`src/rtl/pipe_scheduler_if.sv`:
```
// Handshake and data bundle between the Flappy pipe scheduler and its game-side peers.
// The scheduler takes the slave view; the game controller / checker side takes master.
interface pipe_scheduler_if;
   logic        Start;
   logic        Ack;
   logic        Lose;
   logic        Frame_Tick;
   logic [9:0]  Bird_X_L;

   logic [9:0]  X_Edge_Left;
   logic [9:0]  X_Edge_Right;
   logic [9:0]  Y_Edge_Top;
   logic [9:0]  Y_Edge_Bottom;
   logic [43:0] Pipe_R_All;
   logic [39:0] Pipe_G_All;
   logic [1:0]  Cur_Pipe;
   logic [9:0]  Score;
   logic        Q_Idle;
   logic        Q_Run;
   logic        Q_Freeze;

   modport master (
      output Start, Ack, Lose, Frame_Tick, Bird_X_L,
      input  X_Edge_Left, X_Edge_Right, Y_Edge_Top, Y_Edge_Bottom,
             Pipe_R_All, Pipe_G_All, Cur_Pipe, Score, Q_Idle, Q_Run, Q_Freeze
   );

   modport slave (
      input  Start, Ack, Lose, Frame_Tick, Bird_X_L,
      output X_Edge_Left, X_Edge_Right, Y_Edge_Top, Y_Edge_Bottom,
             Pipe_R_All, Pipe_G_All, Cur_Pipe, Score, Q_Idle, Q_Run, Q_Freeze
   );
endinterface

```
`src/rtl/pipe_scheduler.sv`:
```
// Scrolling pipe field for Flappy: scrolls/recycles four pipes, picks the pipe in
// scope for the collision checker, counts score and freezes on a reported loss.
module pipe_scheduler #(
   parameter int unsigned PIPE_W   = 60,
   parameter int unsigned GAP_H    = 120,
   parameter int unsigned SPACING  = 160,
   parameter int unsigned SCREEN_W = 640,
   parameter int unsigned SPEED    = 2,
   parameter int unsigned GAP_MIN  = 40,
   parameter int unsigned INIT_GAP = 180
) (
   input  logic            Clk,
   input  logic            reset,
   pipe_scheduler_if.slave bus
);

   localparam int unsigned N_PIPES   = 4;
   localparam logic [10:0] PIPE_W_X  = 11'(PIPE_W);
   localparam logic [10:0] SPEED_X   = 11'(SPEED);
   localparam logic [10:0] WRAP_X    = 11'(N_PIPES * SPACING);
   localparam logic [10:0] X_MAX     = 11'd1023;
   localparam logic [9:0]  GAP_H_Y   = 10'(GAP_H);
   localparam logic [9:0]  GAP_MIN_Y = 10'(GAP_MIN);
   localparam logic [9:0]  INIT_G_Y  = 10'(INIT_GAP);
   localparam logic [9:0]  SCORE_MAX = 10'd999;
   localparam logic [7:0]  LFSR_SEED = 8'hA5;

   typedef enum logic [2:0] {
      S_IDLE   = 3'b001,
      S_RUN    = 3'b010,
      S_FREEZE = 3'b100
   } state_t;

   state_t      state;
   state_t      state_next;
   logic        do_init;
   logic        do_scroll;
   logic        do_pass;
   logic        passing;

   logic [10:0] pipe_r [N_PIPES];
   logic [9:0]  pipe_g [N_PIPES];
   logic [1:0]  cur;
   logic [9:0]  score;
   logic [7:0]  lfsr;
   logic        lfsr_fb;

   logic [10:0] sel_r;
   logic [9:0]  sel_g;
   logic [10:0] left_x;
   logic [43:0] r_all;
   logic [39:0] g_all;

   function automatic logic [10:0] init_r(input int unsigned idx);
      return 11'(SCREEN_W + PIPE_W + idx * SPACING);
   endfunction

   // Pass test uses the registered right edge, so it lags a scroll by one clock.
   assign passing = ({1'b0, bus.Bird_X_L} > pipe_r[cur]);

   always_ff @(posedge Clk) begin
      if (reset) begin
         state <= S_IDLE;
      end else begin
         state <= state_next;
      end
   end

   always_comb begin
      state_next = state;
      do_init    = 1'b0;
      do_scroll  = 1'b0;
      do_pass    = 1'b0;
      case (state)
         S_IDLE: begin
            if (bus.Start) begin
               state_next = S_RUN;
            end
         end
         S_RUN: begin
            // A loss outranks a coincident frame tick: nothing moves on that edge.
            if (bus.Lose) begin
               state_next = S_FREEZE;
            end else begin
               do_scroll = bus.Frame_Tick;
               do_pass   = passing;
            end
         end
         S_FREEZE: begin
            if (bus.Ack) begin
               state_next = S_IDLE;
               do_init    = 1'b1;
            end
         end
         default: begin
            state_next = S_IDLE;
            do_init    = 1'b1;
         end
      endcase
   end

   always_ff @(posedge Clk) begin
      if (reset || do_init) begin
         for (int unsigned i = 0; i < N_PIPES; i++) begin
            pipe_r[i] <= init_r(i);
            pipe_g[i] <= INIT_G_Y;
         end
         cur   <= '0;
         score <= '0;
      end else begin
         if (do_scroll) begin
            for (int unsigned i = 0; i < N_PIPES; i++) begin
               if (pipe_r[i] <= SPEED_X) begin
                  pipe_r[i] <= pipe_r[i] - SPEED_X + WRAP_X;
                  pipe_g[i] <= GAP_MIN_Y + {3'b000, lfsr[7:1]};
               end else begin
                  pipe_r[i] <= pipe_r[i] - SPEED_X;
               end
            end
         end
         if (do_pass) begin
            cur <= cur + 2'd1;
            if (score < SCORE_MAX) begin
               score <= score + 10'd1;
            end
         end
      end
   end

   // LFSR survives the Ack re-initialisation so successive games get fresh gaps.
   assign lfsr_fb = lfsr[7] ^ lfsr[5] ^ lfsr[4] ^ lfsr[3];

   always_ff @(posedge Clk) begin
      if (reset) begin
         lfsr <= LFSR_SEED;
      end else begin
         lfsr <= {lfsr[6:0], lfsr_fb};
      end
   end

   always_comb begin
      sel_r  = pipe_r[cur];
      sel_g  = pipe_g[cur];
      left_x = sel_r - PIPE_W_X;
   end

   always_comb begin
      r_all = '0;
      g_all = '0;
      for (int unsigned i = 0; i < N_PIPES; i++) begin
         r_all[11*i +: 11] = pipe_r[i];
         g_all[10*i +: 10] = pipe_g[i];
      end
   end

   assign bus.X_Edge_Right  = (sel_r > X_MAX) ? 10'd1023 : sel_r[9:0];
   assign bus.X_Edge_Left   = (sel_r > PIPE_W_X)
                              ? ((left_x > X_MAX) ? 10'd1023 : left_x[9:0])
                              : '0;
   assign bus.Y_Edge_Top    = sel_g;
   assign bus.Y_Edge_Bottom = sel_g + GAP_H_Y;
   assign bus.Pipe_R_All    = r_all;
   assign bus.Pipe_G_All    = g_all;
   assign bus.Cur_Pipe      = cur;
   assign bus.Score         = score;
   assign bus.Q_Idle        = state[0];
   assign bus.Q_Run         = state[1];
   assign bus.Q_Freeze      = state[2];

endmodule
```
`src/flat_wrapper.sv`:
```
// flat-port wrapper written by rule: the top's interface ports become plain ports
module pipe_scheduler_flat 
#(
   parameter int unsigned PIPE_W   = 60,
   parameter int unsigned GAP_H    = 120,
   parameter int unsigned SPACING  = 160,
   parameter int unsigned SCREEN_W = 640,
   parameter int unsigned SPEED    = 2,
   parameter int unsigned GAP_MIN  = 40,
   parameter int unsigned INIT_GAP = 180
)
  (Clk, reset, bus_Start, bus_Ack, bus_Lose, bus_Frame_Tick, bus_Bird_X_L, bus_X_Edge_Left, bus_X_Edge_Right, bus_Y_Edge_Top, bus_Y_Edge_Bottom, bus_Pipe_R_All, bus_Pipe_G_All, bus_Cur_Pipe, bus_Score, bus_Q_Idle, bus_Q_Run, bus_Q_Freeze);
  pipe_scheduler_if bus_i ();
  input  logic Clk;
  input  logic reset;
  input wire logic [$bits(bus_i.Start)-1:0] bus_Start;
  input wire logic [$bits(bus_i.Ack)-1:0] bus_Ack;
  input wire logic [$bits(bus_i.Lose)-1:0] bus_Lose;
  input wire logic [$bits(bus_i.Frame_Tick)-1:0] bus_Frame_Tick;
  input wire logic [$bits(bus_i.Bird_X_L)-1:0] bus_Bird_X_L;
  output wire logic [$bits(bus_i.X_Edge_Left)-1:0] bus_X_Edge_Left;
  output wire logic [$bits(bus_i.X_Edge_Right)-1:0] bus_X_Edge_Right;
  output wire logic [$bits(bus_i.Y_Edge_Top)-1:0] bus_Y_Edge_Top;
  output wire logic [$bits(bus_i.Y_Edge_Bottom)-1:0] bus_Y_Edge_Bottom;
  output wire logic [$bits(bus_i.Pipe_R_All)-1:0] bus_Pipe_R_All;
  output wire logic [$bits(bus_i.Pipe_G_All)-1:0] bus_Pipe_G_All;
  output wire logic [$bits(bus_i.Cur_Pipe)-1:0] bus_Cur_Pipe;
  output wire logic [$bits(bus_i.Score)-1:0] bus_Score;
  output wire logic [$bits(bus_i.Q_Idle)-1:0] bus_Q_Idle;
  output wire logic [$bits(bus_i.Q_Run)-1:0] bus_Q_Run;
  output wire logic [$bits(bus_i.Q_Freeze)-1:0] bus_Q_Freeze;
  assign bus_i.Start = bus_Start;
  assign bus_i.Ack = bus_Ack;
  assign bus_i.Lose = bus_Lose;
  assign bus_i.Frame_Tick = bus_Frame_Tick;
  assign bus_i.Bird_X_L = bus_Bird_X_L;
  assign bus_X_Edge_Left = bus_i.X_Edge_Left;
  assign bus_X_Edge_Right = bus_i.X_Edge_Right;
  assign bus_Y_Edge_Top = bus_i.Y_Edge_Top;
  assign bus_Y_Edge_Bottom = bus_i.Y_Edge_Bottom;
  assign bus_Pipe_R_All = bus_i.Pipe_R_All;
  assign bus_Pipe_G_All = bus_i.Pipe_G_All;
  assign bus_Cur_Pipe = bus_i.Cur_Pipe;
  assign bus_Score = bus_i.Score;
  assign bus_Q_Idle = bus_i.Q_Idle;
  assign bus_Q_Run = bus_i.Q_Run;
  assign bus_Q_Freeze = bus_i.Q_Freeze;
  pipe_scheduler #(.PIPE_W(PIPE_W), .GAP_H(GAP_H), .SPACING(SPACING), .SCREEN_W(SCREEN_W), .SPEED(SPEED), .GAP_MIN(GAP_MIN), .INIT_GAP(INIT_GAP)) u_core (.Clk(Clk), .reset(reset), .bus(bus_i));
endmodule
```
`config.mk`:
```
export PLATFORM = sky130hd
export DESIGN_NAME = pipe_scheduler_flat
export DESIGN_NICKNAME = d
export VERILOG_FILES = /design/src/rtl/pipe_scheduler_if.sv /design/src/rtl/pipe_scheduler.sv /design/src/flat_wrapper.sv
export SDC_FILE = /design/constraint.sdc
export NUM_CORES = 1
export LEC_CHECK = 0
export CORE_MARGIN = 1.5
export CORE_UTILIZATION = 25
export DETAILED_ROUTE_END_ITERATION = 16
export SYNTH_ARGS = -nofsm -noshare
export SYNTH_HDL_FRONTEND = slang
export SYNTH_SLANG_ARGS = --single-unit
```
`constraint.sdc`:
```
create_clock -name Clk -period 5.97 [get_ports Clk]
set_input_delay 1.194 -clock Clk [delete_from_list [all_inputs] [get_ports Clk]]
set_output_delay 1.194 -clock Clk [all_outputs]
set_load 0.02 [all_outputs]
```
==> metrics.txt, run 1 <==
Crit Path Class=flip-flop to output pin; worst hold slack=442 ps; Max Slew Vio Count=0; post_cts resized=0; P_sw=~0.47 mW; Placed Cells=1003; post-synthesis compound-gate area fraction=0.0781; setup TNS=0 ps; Worst-path clk slew=70 ps; Layout fillers=2320; Post-Synth Adder-Cell Area=0.0536; port bufs=139; class of the worst hold path=flip-flop to flip-flop; critical path arrival=3550 ps; Net Sw Frac=0.289; met1 GRT Util=0.183; CP required=4780 ps; Final #Nets=742; Int Pwr=1.17 mW; critical path fanouts, max=12; CTS tree=built; Syn Inst Count=563; Critical Path Slowest Stage Cell=mux4_1; DP Worst Slack=~1600 ps; Die W=156 um; MaxCap Viol Count=0; share of layout cells above drive strength 1=0.0935; Cell Count, Final, Fillers Out=1019; placer congestion estimate=0.816; Total GRT Usage=0.138; max incr delay on CP=between 700 and 800 ps; number of antenna violations at the first check in global routing=0; final WL=16300 um; Tmin final=4750 ps; Detail Route Antenna Nets=0; WL per Instance=16.0 um; ys async rst share=0; Power Density=210 nW/um^2; Sink Count=between 90 and 100; simple-gate portion of the synthesized area=0.192; LEAKAGE=approximately 2.7 nW; Slew @ Worst Pin=1230 ps; P&R area growth vs syn=33.7%; XOR/XNOR share of the synthesized area=0.0796; io pins=around 160; Synth Area per Inst=~10 um^2; Global Route met2 Usage=0.219; Clock Skews=11.0 ps; Pre-antenna DRT Iters=5; Cell Chain, Critical Path=buf_4 -> mux4_1 -> ha_1 -> nand3_2 -> nand3_2 -> nand2_1 -> nor2_1 -> nor3_2 -> clkdlybuf4s50_1; H-tree levels=3; Post-synth EDFFs=72; main flop type after synthesis=edfxtp_1; Synth cell types=63; die height=156 um; Final Setup Violations=0; placed cell area=roughly 7500 um^2; VDD IR max=124 uV; sequential area share after synthesis=0.457; Starting Density=0.256; grt met3 use=0.0328; Clock Tree Root=clkbuf_16; Top cell by count, worst path=nand3_2; Post-Syn Area=around 5800 um^2; startpoint types=flip-flop; postcts setup bufs=0; Final Cell Area=7790 um^2; worst setup margin=1220 ps; synthesis-stage register bit count=a little under 100; die area=around 24000 um^2; largest family of logic cells by synthesized area=simple AND/OR/NAND/NOR gates; first-iteration detailed-routing DRC count=299; Worst Setup End Kind=output pin; most frequent cells in the layout=clkdlybuf4s50_1, edfxtp_1, nand2_1; cts hold-fix bufs=0; largest net degree at the start of global routing=31; final hold violations=0; outcome=completed; clock buffer depth=2; first-pass GRT wire length=25500 um; Yosys warning total=0; final global-route overflow total=0; RSZ-0062 raised after global routing=false; DRC viols=0; post-synthesis mux area share=0.0824; commonest non-fill, non-tap cell in the layout=clkdlybuf4s50_1; Logic pwr share=0.167; n_diodes=0; vias in the first global route=4441; Site Rows=55; CTS Buf Count=9; DP HPWL=around 13000 um; Fmax=0.211 GHz; sequential power share=0.486; via-per-instance ratio=4.61; Core ar.=22800 um^2; Top Usage Layer GRT=met2; vias post-DR=4698; Clk pwr share=0.347; clk_lat worst skew=360 ps; final period utilization=0.795; max_slew headroom=0.171
## through the flow
step / utilization / total power [mW]
after floorplan: - / 0.961
after global placement: 0.329 / 1.09
after detailed placement: 0.329 / 1.09
after CTS: 0.342 / 1.65
after global routing: 0.342 / 1.70
final: 0.342 / 1.64
## final timing paths
kind	start	end	slack [ps]	cells past startpoint
worst min register to register	u_core.lfsr[0]	u_core.lfsr[1]	440	1
worst max-delay path	flip-flop	bus_X_Edge_Left[5]	1220	9
worst max register to register	flip-flop	u_core.bus.Score[5]	2770	10
worst min-delay path	u_core.lfsr[0]	u_core.lfsr[1]	440	1
## sequential cells by signal, summed over array words and instances (netlist names), named ones only
signal,flops
u_core.bus.Cur_Pipe,2
u_core.lfsr,8
u_core.pipe_r,40
u_core.pipe_g,32
u_core.state,3
u_core.bus.Score,10
## critical path, delay by kind of cell (launching register included)
| kind | cells | cell delay [ps] |
|---|---|---|
| buf+inv | 2 | 940 |
| simple gates | 5 | 660 |
| fa+ha+maj | 1 | 280 |
| mux | 1 | 710 |
| flops | 1 | 600 |
## power by group through the flow
stage / clock (mW) / combinational (mW) / sequential [mW]
after floorplan: 0 / 0.135 / 0.827
after global placement: 0 / 0.275 / 0.812
after detailed placement: 0 / 0.276 / 0.813
after CTS: 0.578 / 0.277 / 0.797
after global routing: 0.604 / 0.296 / 0.802
final: 0.568 / 0.274 / 0.796
## layer usage
layer,vias up,share of wire,wire length (um)
met1,2264,0.46,7460
li1,2270,-,-
met2,146,0.46,7580
met5,-,0,0
met3,18,0.063,1030
met4,0,0.017,278
## cells in the mapped netlist, drive strengths merged (2+ instances only)
cell type / count / area share
and2: 4 / 0.0043
nand3: 17 / 0.016
xor2: 22 / 0.033
nand3b: 4 / 0.0052
ha: 25 / 0.054
nand2b: 4 / 0.0043
nor4: 7 / 0.0086
mux2: 2 / 0.0045
edfxtp: 72 / 0.37
o31ai: 2 / 0.0026
a31oi: 4 / 0.0043
mux2i: 9 / 0.015
a21oi: 20 / 0.018
xnor2: 31 / 0.047
buf: 27 / 0.035
nor2: 65 / 0.044
o211ai: 3 / 0.0039
a31o: 3 / 0.0045
or4: 3 / 0.0039
o21ai: 16 / 0.014
and3: 8 / 0.0086
a21o: 3 / 0.0041
a211oi: 6 / 0.0077
inv: 26 / 0.017
nand4: 3 / 0.0032
mux4: 16 / 0.062
clkbuf: 8 / 0.0052
dfxtp: 25 / 0.086
or3: 10 / 0.011
nor3: 20 / 0.020
nor2b: 5 / 0.0054
or2: 4 / 0.0043
nand2: 72 / 0.047
## cell families after synthesis
family                     Yosys count
other                                1
AOI/OAI and AO/OA                   69
buffers and inverters               61
DFF                                 97
xor gates and xnor gates            53
adders and majority gates           25
and+or+nand+nor                    230
muxes                               27
## layout make-up
| type | count | area (um^2) | share of cell area |
|---|---|---|---|
| multi-input cells | 419 | 2890 | 0.371 |
| flip-flops and latches | 97 | 2660 | 0.342 |
| repair buffers | 148 | 1460 | 0.187 |
| well taps | 313 | 392 | 0.0502 |
| clock buffers | 9 | 225 | 0.0289 |
| inverters | 26 | 97.6 | 0.0125 |
| clock inverters | 7 | 65.1 | 0.00835 |
(Power assumes the default switching activity.)
==> run 2: changes to the inputs <==
==> constraint.sdc (replaced) <==
create_clock -name Clk -period 4.51 [get_ports Clk]
set_input_delay 0.902 -clock Clk [delete_from_list [all_inputs] [get_ports Clk]]
set_output_delay 0.902 -clock Clk [all_outputs]
set_load 0.02 [all_outputs]
==> metrics.txt, run 2 (same netlist as run 1, synthesis figures left out) <==
WP buf/inv=1; first-iteration detailed-routing DRC count=roughly 290; Layout fillers=about 2300; VDD IR max=approximately 150 uV; MaxCap Viol Count=0; Site Rows=55; DRC viols=0; vias in the first global route=4504; first-pass GRT wire length=25900 um; Top delay family on crit path=simple AND/OR/NAND/NOR gates; Final #Nets=between 700 and 800; hold depth=1; final hold violations=0; final WL=between 15000 and 20000 um; WL per Instance=16.4 um; worst setup margin=573 ps; cell count of the worst reg-to-reg path=8; Core ar.=around 23000 um^2; clock buffer depth=2; Power Density=about 280 nW/um^2; Cell Chain, Critical Path=mux4_2 -> nor3_4 -> nand3_2 -> nand2_1 -> nor2_1 -> nor3_2 -> clkdlybuf4s50_1; die height=roughly 160 um; Critical Path Slowest Stage Cell=mux4_2; final period utilization=0.873; Worst-path clk slew=roughly 70 ps; Design Power=2.16 mW; hold path startpoint=u_core.lfsr[0]; Slew @ Worst Pin=roughly 580 ps; setup TNS=0 ps; CTS Buf Count=9; io pins=roughly 160; share of layout cells above drive strength 1=0.0946; number of antenna violations at the first check in global routing=0; port bufs=139; Starting Density=0.256; Biggest register=u_core.pipe_r; RR Endpoint=u_core.bus.Cur_Pipe[1]; DP HPWL=between 10000 and 15000 um; Max Slew Vio Count=0; Worst Setup End Kind=output pin; Tmin final=3940 ps; Fmax=0.254 GHz; CTS tree=built; vias post-DR=4677; Final Setup Violations=0; max reg flops=40; cts hold-fix bufs=0; most frequent cells in the layout=clkdlybuf4s50_1, edfxtp_1, nand2_1; final global-route overflow total=0; P&R area growth vs syn=33.8%; via-per-instance ratio=4.58; RSZ-0062 raised after global routing=false; Crit Path Class=flip-flop to output pin; worst min-delay path endpoint=u_core.lfsr[1]; LEAKAGE=2.68 nW; Sink Count=97; startpoint types=flip-flop; DP Worst Slack=946 ps; outcome=completed; n_diodes=0; critical path fanouts, max=8; Pre-antenna DRT Iters=4; Total GRT Usage=0.140; class of the worst hold path=flip-flop to flip-flop; Final Cell Area=7800 um^2; CP required=approximately 3600 ps; die area=24200 um^2; H-tree levels=3; Detail Route Antenna Nets=0; max_slew headroom=0.607; critical path arrival=3040 ps; post_cts resized=0; Die W=156 um; max incr delay on CP=660 ps; reg2reg setup slack=1400 ps; Clock Tree Root=clkbuf_16; largest net degree at the start of global routing=33; placed cell area=7520 um^2; postcts setup bufs=0; clk_lat worst skew=360 ps; commonest non-fill, non-tap cell in the layout=clkdlybuf4s50_1; Clock Skews=around 15 ps; placer congestion estimate=0.806
-- run 2: cell count changes in the layout (fill, tap and decap cells not counted) --
cell        before  now
clkinvlp_4       2    0
clkinv_8         1    0
clkinv_4         1    3
clkbuf_1         0    1
buf_4            9   11
-- run 2: area by class of cell --
| cell class | count | area, um^2 | area share |
|---|---|---|---|
| Multi-Input combinational cell | 419 | 2890 | 0.371 |
| Sequential cell | 97 | 2660 | 0.341 |
| Timing Repair Buffer | 150 | 1470 | 0.189 |
| Tap cell | 313 | 392 | 0.0502 |
| Clock buffer | 10 | 229 | 0.0294 |
| Inverter | 26 | 97.6 | 0.0125 |
| Clock inverter | 6 | 51.3 | 0.00658 |
-- run 2: worst max-delay path by stage --
stage	cells past startpoint	end
finish	7	bus_X_Edge_Left[5]
global route	7	bus_X_Edge_Left[3]
CTS	8	bus_X_Edge_Left[5]
detailed placement	8	bus_X_Edge_Left[5]
global placement	7	bus_X_Edge_Left[5]
floorplan	6	bus_X_Edge_Left[7]
-- run 2: power by group --
part	internal, mW	total (mW)	switching [mW]
Sequential	1.01	1.05	0.0483
Clock	0.382	0.739	0.357
Combinational	0.154	0.368	0.213
-- run 2: metal layers --
layer	part of all wire	routed length [um]	GRT usage	vias up
met5	0	0	0	-
met4	0.020	342	0.0540	0
met3	0.059	988	0.0339	19
met2	0.46	7760	0.224	131
met1	0.46	7610	0.182	2259
li1	-	-	-	2268
-- run 2: per-stage QoR --
step,hold slack (ps),util,cells
after global routing,481,0.342,1021
after CTS,461,0.342,1021
after floorplan,414,-,577
after detailed placement,447,0.330,1005
after global placement,424,0.330,1005
final,461,0.342,1021
